**src/rtl/fillant_obs_chain_if.sv**
```systemverilog
// Snapshot request and serial-output handshake between the antenna observer
// chain and its consumer.
interface fillant_obs_chain_if;
  logic START;
  logic BUSY;
  logic SO;
  logic SO_VLD;
  logic DONE;

  modport master (
    output START,
    input  BUSY,
    input  SO,
    input  SO_VLD,
    input  DONE
  );

  modport slave (
    input  START,
    output BUSY,
    output SO,
    output SO_VLD,
    output DONE
  );
endinterface

```
**src/rtl/fillant_obs_chain.sv**
```systemverilog
// Antenna-tap observer: synchronise and debounce each channel, keep sticky
// toggle flags, and shift a {flags, levels} snapshot out serially on request.
module fillant_obs_chain #(
  parameter int NCH  = 8,
  parameter int DEB  = 4,
  parameter int SYNC = 2
) (
  input  logic               C,
  input  logic               RN,
  input  logic [NCH-1:0]     ANT1,
  fillant_obs_chain_if.slave bus,
  output logic [NCH-1:0]     LVL,
  output logic               EVT
);

  localparam int CW = $clog2(DEB + 1);
  localparam int SW = 2 * NCH;
  localparam int BW = (SW > 1) ? $clog2(SW) : 1;

  typedef enum logic [1:0] {
    IDLE,
    CAPT,
    SHIFT,
    FIN
  } state_t;

  state_t          state;
  state_t          state_nxt;
  logic [NCH-1:0]  sync_q [SYNC];
  logic [NCH-1:0]  samp;
  logic [CW-1:0]   cnt [NCH];
  logic [NCH-1:0]  accept;
  logic [NCH-1:0]  flags;
  logic [SW-1:0]   shreg;
  logic [BW-1:0]   bit_cnt;
  logic            capt;
  logic            shift;
  logic            last_bit;

  // Synchroniser chain; nothing downstream sees ANT1 directly.
  always_ff @(posedge C) begin
    if (!RN) begin
      for (int unsigned k = 0; k < SYNC; k++) begin
        sync_q[k] <= '0;
      end
    end else begin
      sync_q[0] <= ANT1;
      for (int unsigned k = 1; k < SYNC; k++) begin
        sync_q[k] <= sync_q[k-1];
      end
    end
  end

  assign samp = sync_q[SYNC-1];

  // A channel accepts on the DEB-th consecutive differing sample, so the
  // counter never climbs past DEB-1 and cannot wrap.
  always_comb begin
    accept = '0;
    for (int unsigned i = 0; i < NCH; i++) begin
      accept[i] = (samp[i] != LVL[i]) && (cnt[i] == CW'(DEB - 1));
    end
  end

  always_ff @(posedge C) begin
    if (!RN) begin
      for (int unsigned i = 0; i < NCH; i++) begin
        cnt[i] <= '0;
      end
      LVL <= '0;
    end else begin
      for (int unsigned i = 0; i < NCH; i++) begin
        if (samp[i] == LVL[i]) begin
          cnt[i] <= '0;
        end else if (accept[i]) begin
          cnt[i] <= '0;
          LVL[i] <= samp[i];
        end else begin
          cnt[i] <= cnt[i] + 1'b1;
        end
      end
    end
  end

  assign capt     = (state == CAPT);
  assign shift    = (state == SHIFT);
  assign last_bit = (bit_cnt == BW'(SW - 1));

  // Capture clears the flags, but a same-cycle acceptance re-sets its flag.
  always_ff @(posedge C) begin
    if (!RN) begin
      flags <= '0;
      EVT   <= 1'b0;
    end else begin
      flags <= (flags & ~{NCH{capt}}) | accept;
      EVT   <= |flags;
    end
  end

  always_ff @(posedge C) begin
    if (!RN) begin
      state <= IDLE;
    end else begin
      state <= state_nxt;
    end
  end

  always_comb begin
    state_nxt = state;
    case (state)
      IDLE:    if (bus.START) state_nxt = CAPT;
      CAPT:    state_nxt = SHIFT;
      SHIFT:   if (last_bit) state_nxt = FIN;
      FIN:     state_nxt = IDLE;
      default: state_nxt = IDLE;
    endcase
  end

  always_ff @(posedge C) begin
    if (!RN) begin
      shreg   <= '0;
      bit_cnt <= '0;
    end else if (capt) begin
      shreg   <= {flags, LVL};
      bit_cnt <= '0;
    end else if (shift) begin
      shreg   <= {shreg[SW-2:0], 1'b0};
      bit_cnt <= bit_cnt + 1'b1;
    end
  end

  always_comb begin
    bus.BUSY   = (state != IDLE);
    bus.DONE   = (state == FIN);
    bus.SO_VLD = shift;
    bus.SO     = shift & shreg[SW-1];
  end

endmodule
```
**src/flat_wrapper.sv**
```systemverilog
// flat-port wrapper written by rule: the top's interface ports become plain ports
module fillant_obs_chain_flat 
#(
  parameter int NCH  = 8,
  parameter int DEB  = 4,
  parameter int SYNC = 2
)
  (C, RN, ANT1, LVL, EVT, bus_START, bus_BUSY, bus_SO, bus_SO_VLD, bus_DONE);
  fillant_obs_chain_if bus_i ();
  input  logic C;
  input  logic RN;
  input  logic [NCH-1:0] ANT1;
  output logic [NCH-1:0] LVL;
  output logic EVT;
  input wire logic [$bits(bus_i.START)-1:0] bus_START;
  output wire logic [$bits(bus_i.BUSY)-1:0] bus_BUSY;
  output wire logic [$bits(bus_i.SO)-1:0] bus_SO;
  output wire logic [$bits(bus_i.SO_VLD)-1:0] bus_SO_VLD;
  output wire logic [$bits(bus_i.DONE)-1:0] bus_DONE;
  assign bus_i.START = bus_START;
  assign bus_BUSY = bus_i.BUSY;
  assign bus_SO = bus_i.SO;
  assign bus_SO_VLD = bus_i.SO_VLD;
  assign bus_DONE = bus_i.DONE;
  fillant_obs_chain #(.NCH(NCH), .DEB(DEB), .SYNC(SYNC)) u_core (.C(C), .RN(RN), .ANT1(ANT1), .bus(bus_i), .LVL(LVL), .EVT(EVT));
endmodule
```
**config.mk**
```make
export PLATFORM = sky130hd
export DESIGN_NAME = fillant_obs_chain_flat
export DESIGN_NICKNAME = d
export VERILOG_FILES = /design/src/rtl/fillant_obs_chain_if.sv /design/src/rtl/fillant_obs_chain.sv /design/src/flat_wrapper.sv
export SDC_FILE = /design/constraint.sdc
export NUM_CORES = 1
export LEC_CHECK = 0
export BUFFER_PORTS_ARGS = -buffer_cell sky130_fd_sc_hd__buf_4
export CORE_MARGIN = 1.5
export CORE_UTILIZATION = 67
export CTS_BUF_LIST = sky130_fd_sc_hd__clkbuf_8
export DETAILED_ROUTE_END_ITERATION = 8
export GPL_TIMING_DRIVEN = 0
export PLACE_DENSITY = 0.94
export SYNTH_ARGS = -nofsm -noshare
export SYNTH_HDL_FRONTEND = slang
export SYNTH_SLANG_ARGS = --single-unit
```
**constraint.sdc**
```tcl
create_clock -name C -period 2.4 [get_ports C]
set_input_delay 0.36 -clock C [delete_from_list [all_inputs] [get_ports C]]
set_output_delay 0.36 -clock C [all_outputs]
set_load 0.02 [all_outputs]
```
==> impl_metrics.tcl, run 1 <==
set metrics [dict create \
    synth.top_cells.by_area "dfxtp_1 (33%), edfxtp_1 (22%), ha_1 (7.9%)" \
    finalCriticalPeriod_ns 1.951 \
    nNetsFinal 387 \
    rsz0062_at_grt "false" \
    fmax_ghz 0.5125 \
    ys_types 27 \
    total_power_w 0.003598 \
    p_per_area_nw_per_um2 924.1 \
    n_antenna_cell 0 \
    synth.most_common_cell "dfxtp_1" \
    grt_pass1_vias 2196 \
    clkTransAtPathRegs_ns 0.08 \
    ys_seq_area_share_pct 54.45 \
    fin_crit_sh_pct 81.29 \
    skew_ns 0.004601 \
    post_cts_buffers 0 \
    synth-seq-cells 79 \
    worstPathRequired_ns 2.04 \
    synth-edff-count 24 \
    synthArstFlopShare_pct 0 \
    fin_setup_tns_ns 0 \
    place_congestion 0.7902 \
    cp_slowest_cell "dfxtp_1" \
    worstPathArrival_ns 1.59 \
    track_usage_pct 24.72 \
    ant_nets 0 \
    cts_buffer_depth 2 \
    port_buffers 23 \
    wl_per_cell_um 14.15 \
    synth.yosys.warnings 0 \
    drv_slew 0 \
    core_area_um2 4755 \
    clock-sinks 79 \
    synthCells 298 \
    synth_common_cells "dfxtp_1 (55), nor2_1 (28), mux2i_1 (25)" \
    crit_type "flop to output pin" \
    maxCapViolCount 0 \
    grt_max_degree 13 \
    cpPeakStageDelay_ns 0.41 \
    post_cts_resized 0 \
    dp_hpwl_mm 4.066 \
    gr-total-overflow 0 \
    drcViolationCount 0 \
    fillers 312 \
    outcome "finished, final reports clean" \
    initial_utilization_pct 70.37 \
    drive_gt1_share_pct 11.67 \
    hold_class "primary input to flop" \
    dr_total_vias 2220 \
    synth_area_um2 3346 \
    die_h_um 73.67 \
    cts_hold_buffers 0 \
    cts_tree "done" \
    synth_top_flop_cell "dfxtp_1" \
    dr.pass1.iters 4 \
    cts_buffers 9 \
    first_iter_violations 77 \
    path_buf_inv 3 \
    clk-insertion-delay-late_ns 0.34 \
    synth_area_per_cell_um2 11.23 \
    vdd_drop_max_mv 0.5672 \
    rows 25 \
    pin_count 24 \
    routed_wl_mm 6.040 \
    htreeDepth 3 \
    synth.largest_area_cell "dfxtp_1" \
    final_hold_viol_count 0 \
    syn2layout_area_growth_pct 16.38 \
    path_cells "inv_1 > ha_1 > clkbuf_1 > and2_1 > buf_4" \
    die_x_um 73.67 \
    die_area_um2 5427 \
    cp-end-kind "output pin" \
    crit_path_start_kind "flop" \
    crit_fanout 7 \
    setup_violations 0 \
    power_leakage_nw 1.855 \
    cts-root-buf "clkbuf_8" \
    grt_pass1_wl_mm 9.632 \
    cpLargestDelayFamily "buffers and inverters" \
    antenna_found_initial 0 \
    via_per_inst 5.199 \
    yosysTopAreaCellShare_pct 32.91 \
]
power breakdown:
| group | switching [W] | internal [W] | total, W | leakage, nW |
|---|---|---|---|---|
| Combinational | 0.000552 | 0.000432 | 0.000983 | 1.04 |
| Sequential | 0.0000845 | 0.00151 | 0.00159 | 0.698 |
| Clock | 0.000451 | 0.000571 | 0.00102 | 0.117 |
| Total | 0.00109 | 0.00251 | 0.00360 | 1.85 |
flip-flops by register name, summed over array words and instances (netlist names):
name	flops
u_core.sync_q	16
u_core.EVT	1
u_core.bit_cnt	4
u_core.LVL	8
u_core.cnt	24
u_core.flags	8
u_core.shreg	16
u_core.state	2
kinds of logic (layout without fill, tap and decap cells):
logic type                 count (synthesis)  count (layout)  share of synthesized area, %
and+or+nand+nor                          102             102                         16.08
DFF                                       79              79                         54.45
buffers and inverters                     32              71                         4.413
AOI/OAI and AO/OA                         27              27                         6.731
muxes                                     25              25                         7.479
adders and majority gates                 21              21                         7.853
xor gates and xnor gates                  11              11                         2.880
other                                      1              24                        0.1121
cell usage in the layout, fill, tap and decap left out, types with 3 or more instances in the layout:
cell / count
and2b_1: 6
o211a_1: 15
inv_1: 22
mux2i_1: 25
a21oi_1: 8
edfxtp_1: 24
nor2_1: 28
buf_2: 3
ha_1: 21
and2_1: 17
nor2b_1: 18
conb_1: 24
clkbuf_8: 9
xor2_1: 10
nand3b_1: 8
nand2_1: 18
dfxtp_1: 55
buf_4: 23
clkbuf_1: 8
layer usage:
metal	GRT usage [%]	up-vias	share of wire [%]
li1	-	1092	-
met2	44.64	53	53
met5	0	-	0
met1	25.59	1057	41
met4	14.61	0	2.4
met3	6.173	18	4.2
area by class of cell:
| class | instances | area (um2) | area share [%] |
|---|---|---|---|
| Buffer | 13 | 76.32 | 1.960 |
| Clock buffer | 9 | 123.9 | 3.181 |
| Clock inverter | 7 | 81.33 | 2.089 |
| Inverter | 19 | 71.32 | 1.832 |
| Multi-Input combinational cell | 210 | 1463 | 37.56 |
| Sequential cell | 79 | 1822 | 46.79 |
| Tap cell | 67 | 83.83 | 2.153 |
| Timing Repair Buffer | 23 | 172.7 | 4.434 |
path summary, 6_finish.rpt:
path | start | end | slack, ns | depth (start not counted)
setup / recovery | u_core.state[0] | bus_SO | 0.45 | 5
hold / removal | ANT1[3] | u_core.sync_q[0][3] | 0.22 | 2
setup reg to reg | u_core.state[1] | u_core.shreg[4] | 0.63 | 7
hold reg to reg | u_core.sync_q[0][2] | u_core.sync_q[0][10] | 0.44 | 1
stage by stage:
stage / hold slack (ns) / std cells / area (um2) / worst slack [ns] / utilization, %
2_1_floorplan: 0.4119 / 321 / 3432 / 0.8450 / -
3_3_place_gp: 0.4137 / 411 / 3689 / 0.7988 / 77.58
3_5_place_dp: 0.4215 / 411 / 3689 / 0.7466 / 77.58
4_1_cts: 0.2080 / 427 / 3894 / 0.4544 / 81.89
5_1_grt: 0.2124 / 427 / 3894 / 0.3929 / 81.89
6_report: 0.2195 / 427 / 3894 / 0.4489 / 81.89
Power figures use the tool's default switching activity.
==> inputs of run 2 (changes only) <==
- ABC_AREA: not set -> 1
- CORE_UTILIZATION: 67 -> 56
- PLACE_DENSITY: 0.94 -> 0.85
- clock period: 2.4 -> 1.6 ns (I/O delays scaled with it)
==> impl_metrics.tcl, run 2 <==
set metrics [dict create \
    final_hold_viol_count 0 \
    cts_buffers 9 \
    maxCapViolCount 0 \
    cts_buffer_depth 2 \
    fillers 472 \
    ant_nets 0 \
    synth_top_flop_cell "dfxtp_1" \
    final_common_cell "nand2_1" \
    drv_slew 0 \
    grt_pass1_wl_mm 10.76 \
    synth_common_cells "nand2_1 (78), inv_1 (62), dfxtp_1 (55)" \
    fmax_ghz 0.6624 \
    rr_worst_depth 6 \
    synthArstFlopShare_pct 0 \
    crit_fanout 5 \
    syn2layout_area_growth_pct 17.32 \
    crit_type "flop to output pin" \
    synthCells 384 \
    grt_pass1_vias 2477 \
    rows 28 \
    largest_register "u_core.cnt" \
    dr_total_vias 2615 \
    clk-insertion-delay-late_ns 0.35 \
    drcViolationCount 0 \
    final_cell_mix "nand2_1 (78), inv_1 (63), dfxtp_1 (53)" \
    via_per_inst 4.981 \
    die_h_um 80.63 \
    cp-end-kind "output pin" \
    fin_ws_ns 0.09025 \
    holdPathEnd "u_core.sync_q[0][0]" \
    synth_area_per_cell_um2 8.788 \
    synth.yosys.warnings 0 \
    hp-start "ANT1[0]" \
    cpPeakStageDelay_ns 0.34 \
    port_buffers 23 \
    dp.cells 505 \
    synth.top_cells.by_area "dfxtp_1 (33%), edfxtp_1 (21%), nand2_1 (8.7%)" \
    fin_setup_tns_ns 0 \
    min_path_cells 3 \
    initial_utilization_pct 57.33 \
    dp_worst_setup_slack_ns 0.1857 \
    power_leakage_nw 2.031 \
    skew_ns 0.005821 \
    track_usage_pct 22.07 \
    clock-sinks 79 \
    place_congestion 0.8969 \
    crit_path_start_kind "flop" \
    setup_violations 0 \
    largest_reg_flops 24 \
    synth_area_um2 3374 \
    synth.largest_area_cell "dfxtp_1" \
    fin_cells 525 \
    pin_count 24 \
    hold_class "primary input to flop" \
    antenna_found_initial 0 \
    finalCriticalPeriod_ns 1.510 \
    r2r_setup_slack_ns 0.20 \
    synth-edff-count 24 \
    nNetsFinal 477 \
    cp_slowest_cell "dfxtp_2" \
    core_area_um2 5886 \
    gr-total-overflow 0 \
    first_iter_violations 189 \
    die_x_um 80.63 \
    reg.largest.list "u_core.cnt (24), u_core.shreg (16), u_core.sync_q (16)" \
    clkTransAtPathRegs_ns 0.08 \
    p_per_area_nw_per_um2 1321 \
    yosysTopAreaCellShare_pct 32.63 \
    outcome "finished, final reports clean" \
    cts_tree "done" \
    die_area_um2 6500 \
    worstPathRequired_ns 1.36 \
    dp_hpwl_mm 4.493 \
    dr.pass1.iters 4 \
    wl_per_cell_um 12.44 \
    drive_gt1_share_pct 14.89 \
    synth-seq-cells 79 \
    vdd_drop_max_mv 0.6946 \
    routed_wl_mm 6.531 \
    fin_crit_sh_pct 94.36 \
    ys_seq_area_share_pct 53.99 \
    startpoint "u_core.state[0]" \
    ys_types 22 \
    htreeDepth 3 \
    cts_hold_buffers 0 \
    rr_startpoint "u_core.state[1]" \
    r2r-end "u_core.shreg[11]" \
    rsz0062_at_grt "false" \
    cts-root-buf "clkbuf_8" \
    n_antenna_cell 0 \
    synth.most_common_cell "nand2_1" \
    path_cells "inv_2 > ha_2 > buf_6 > nand2_1 > inv_1 > buf_4" \
    grt_max_degree 13 \
    worstPathArrival_ns 1.27 \
]
run 2: cell count changes after synthesis, sizes merged, moves of 18 or more:
cell,change
inv,+46
mux2i,-25
nand2,+60
nand3,+31
nor2,+18
nor2b,-18
run 2: through the flow:
step / utilization (%) / instance area (um2) / hold slack (ns) / total power [W]
final: 67.26 / 3959 / 0.06969 / 0.005231
after global routing: 67.26 / 3959 / 0.05509 / 0.005517
after CTS: 66.82 / 3933 / 0.05136 / 0.005189
after detailed placement: 63.33 / 3727 / 0.4052 / 0.003731
after global placement: 63.33 / 3727 / 0.3944 / 0.003665
after floorplan: - / 3461 / 0.3376 / 0.003403
run 2: power breakdown:
part	total, W	internal, W	switching (W)
Combinational	0.00138	0.000563	0.000816
Sequential	0.00242	0.00229	0.000132
Clock	0.00143	0.000744	0.000689
Total	0.00523	0.00359	0.00164
run 2: how the worst max path moves through the flow:
stage,endpoint,slack (ns),cells past startpoint
2_1_floorplan,bus_SO,0.28,5
3_3_place_gp,u_core.shreg[15],0.24,6
3_5_place_dp,u_core.shreg[14],0.19,6
4_1_cts,bus_SO,0.002,6
5_1_grt,bus_SO,0.02,6
6_report,bus_SO,0.09,6
run 2: kinds of logic (layout without fill, tap and decap cells):
logic type,after synthesis,in the layout,synth area share (%)
AOI/OAI and AO/OA,35,35,6.303
xor gates and xnor gates,5,5,1.298
adders and majority gates,21,21,7.786
buffers and inverters,79,122,10.42
DFF,79,79,53.99
other,1,24,0.1111
and+or+nand+nor,164,164,20.10
run 2: cell type report:
cell class,count,area (um2),share of cell area (%)
Inverter,65,249.0,6.290
Sequential cell,79,1824,46.08
Tap cell,75,93.84,2.370
Buffer,14,108.9,2.750
Clock inverter,6,52.55,1.327
Clock buffer,10,137.6,3.477
Multi-Input combinational cell,249,1290,32.59
Timing Repair Buffer,27,202.7,5.120
run 2: per-layer routing:
metal	track usage (%)	part of all wire (%)
met1	25.66	41
met5	0	0
met3	6.136	5.7
met4	7.759	2.0
met2	38.66	51
run 2: critical path: cells and delay by family, from the launching register on:
family                     cells  cell delay (ns)
adders and majority gates      1             0.19
buffers and inverters          4             0.34
DFF                            1             0.34
and+or+nand+nor                1             0.05
run 2: repair_timing:
action	in CTS	in global routing
buffers inserted	1	3
endpoints found under the hold margin	0	0
endpoints found under the setup margin	1	1
resized for setup	3	3
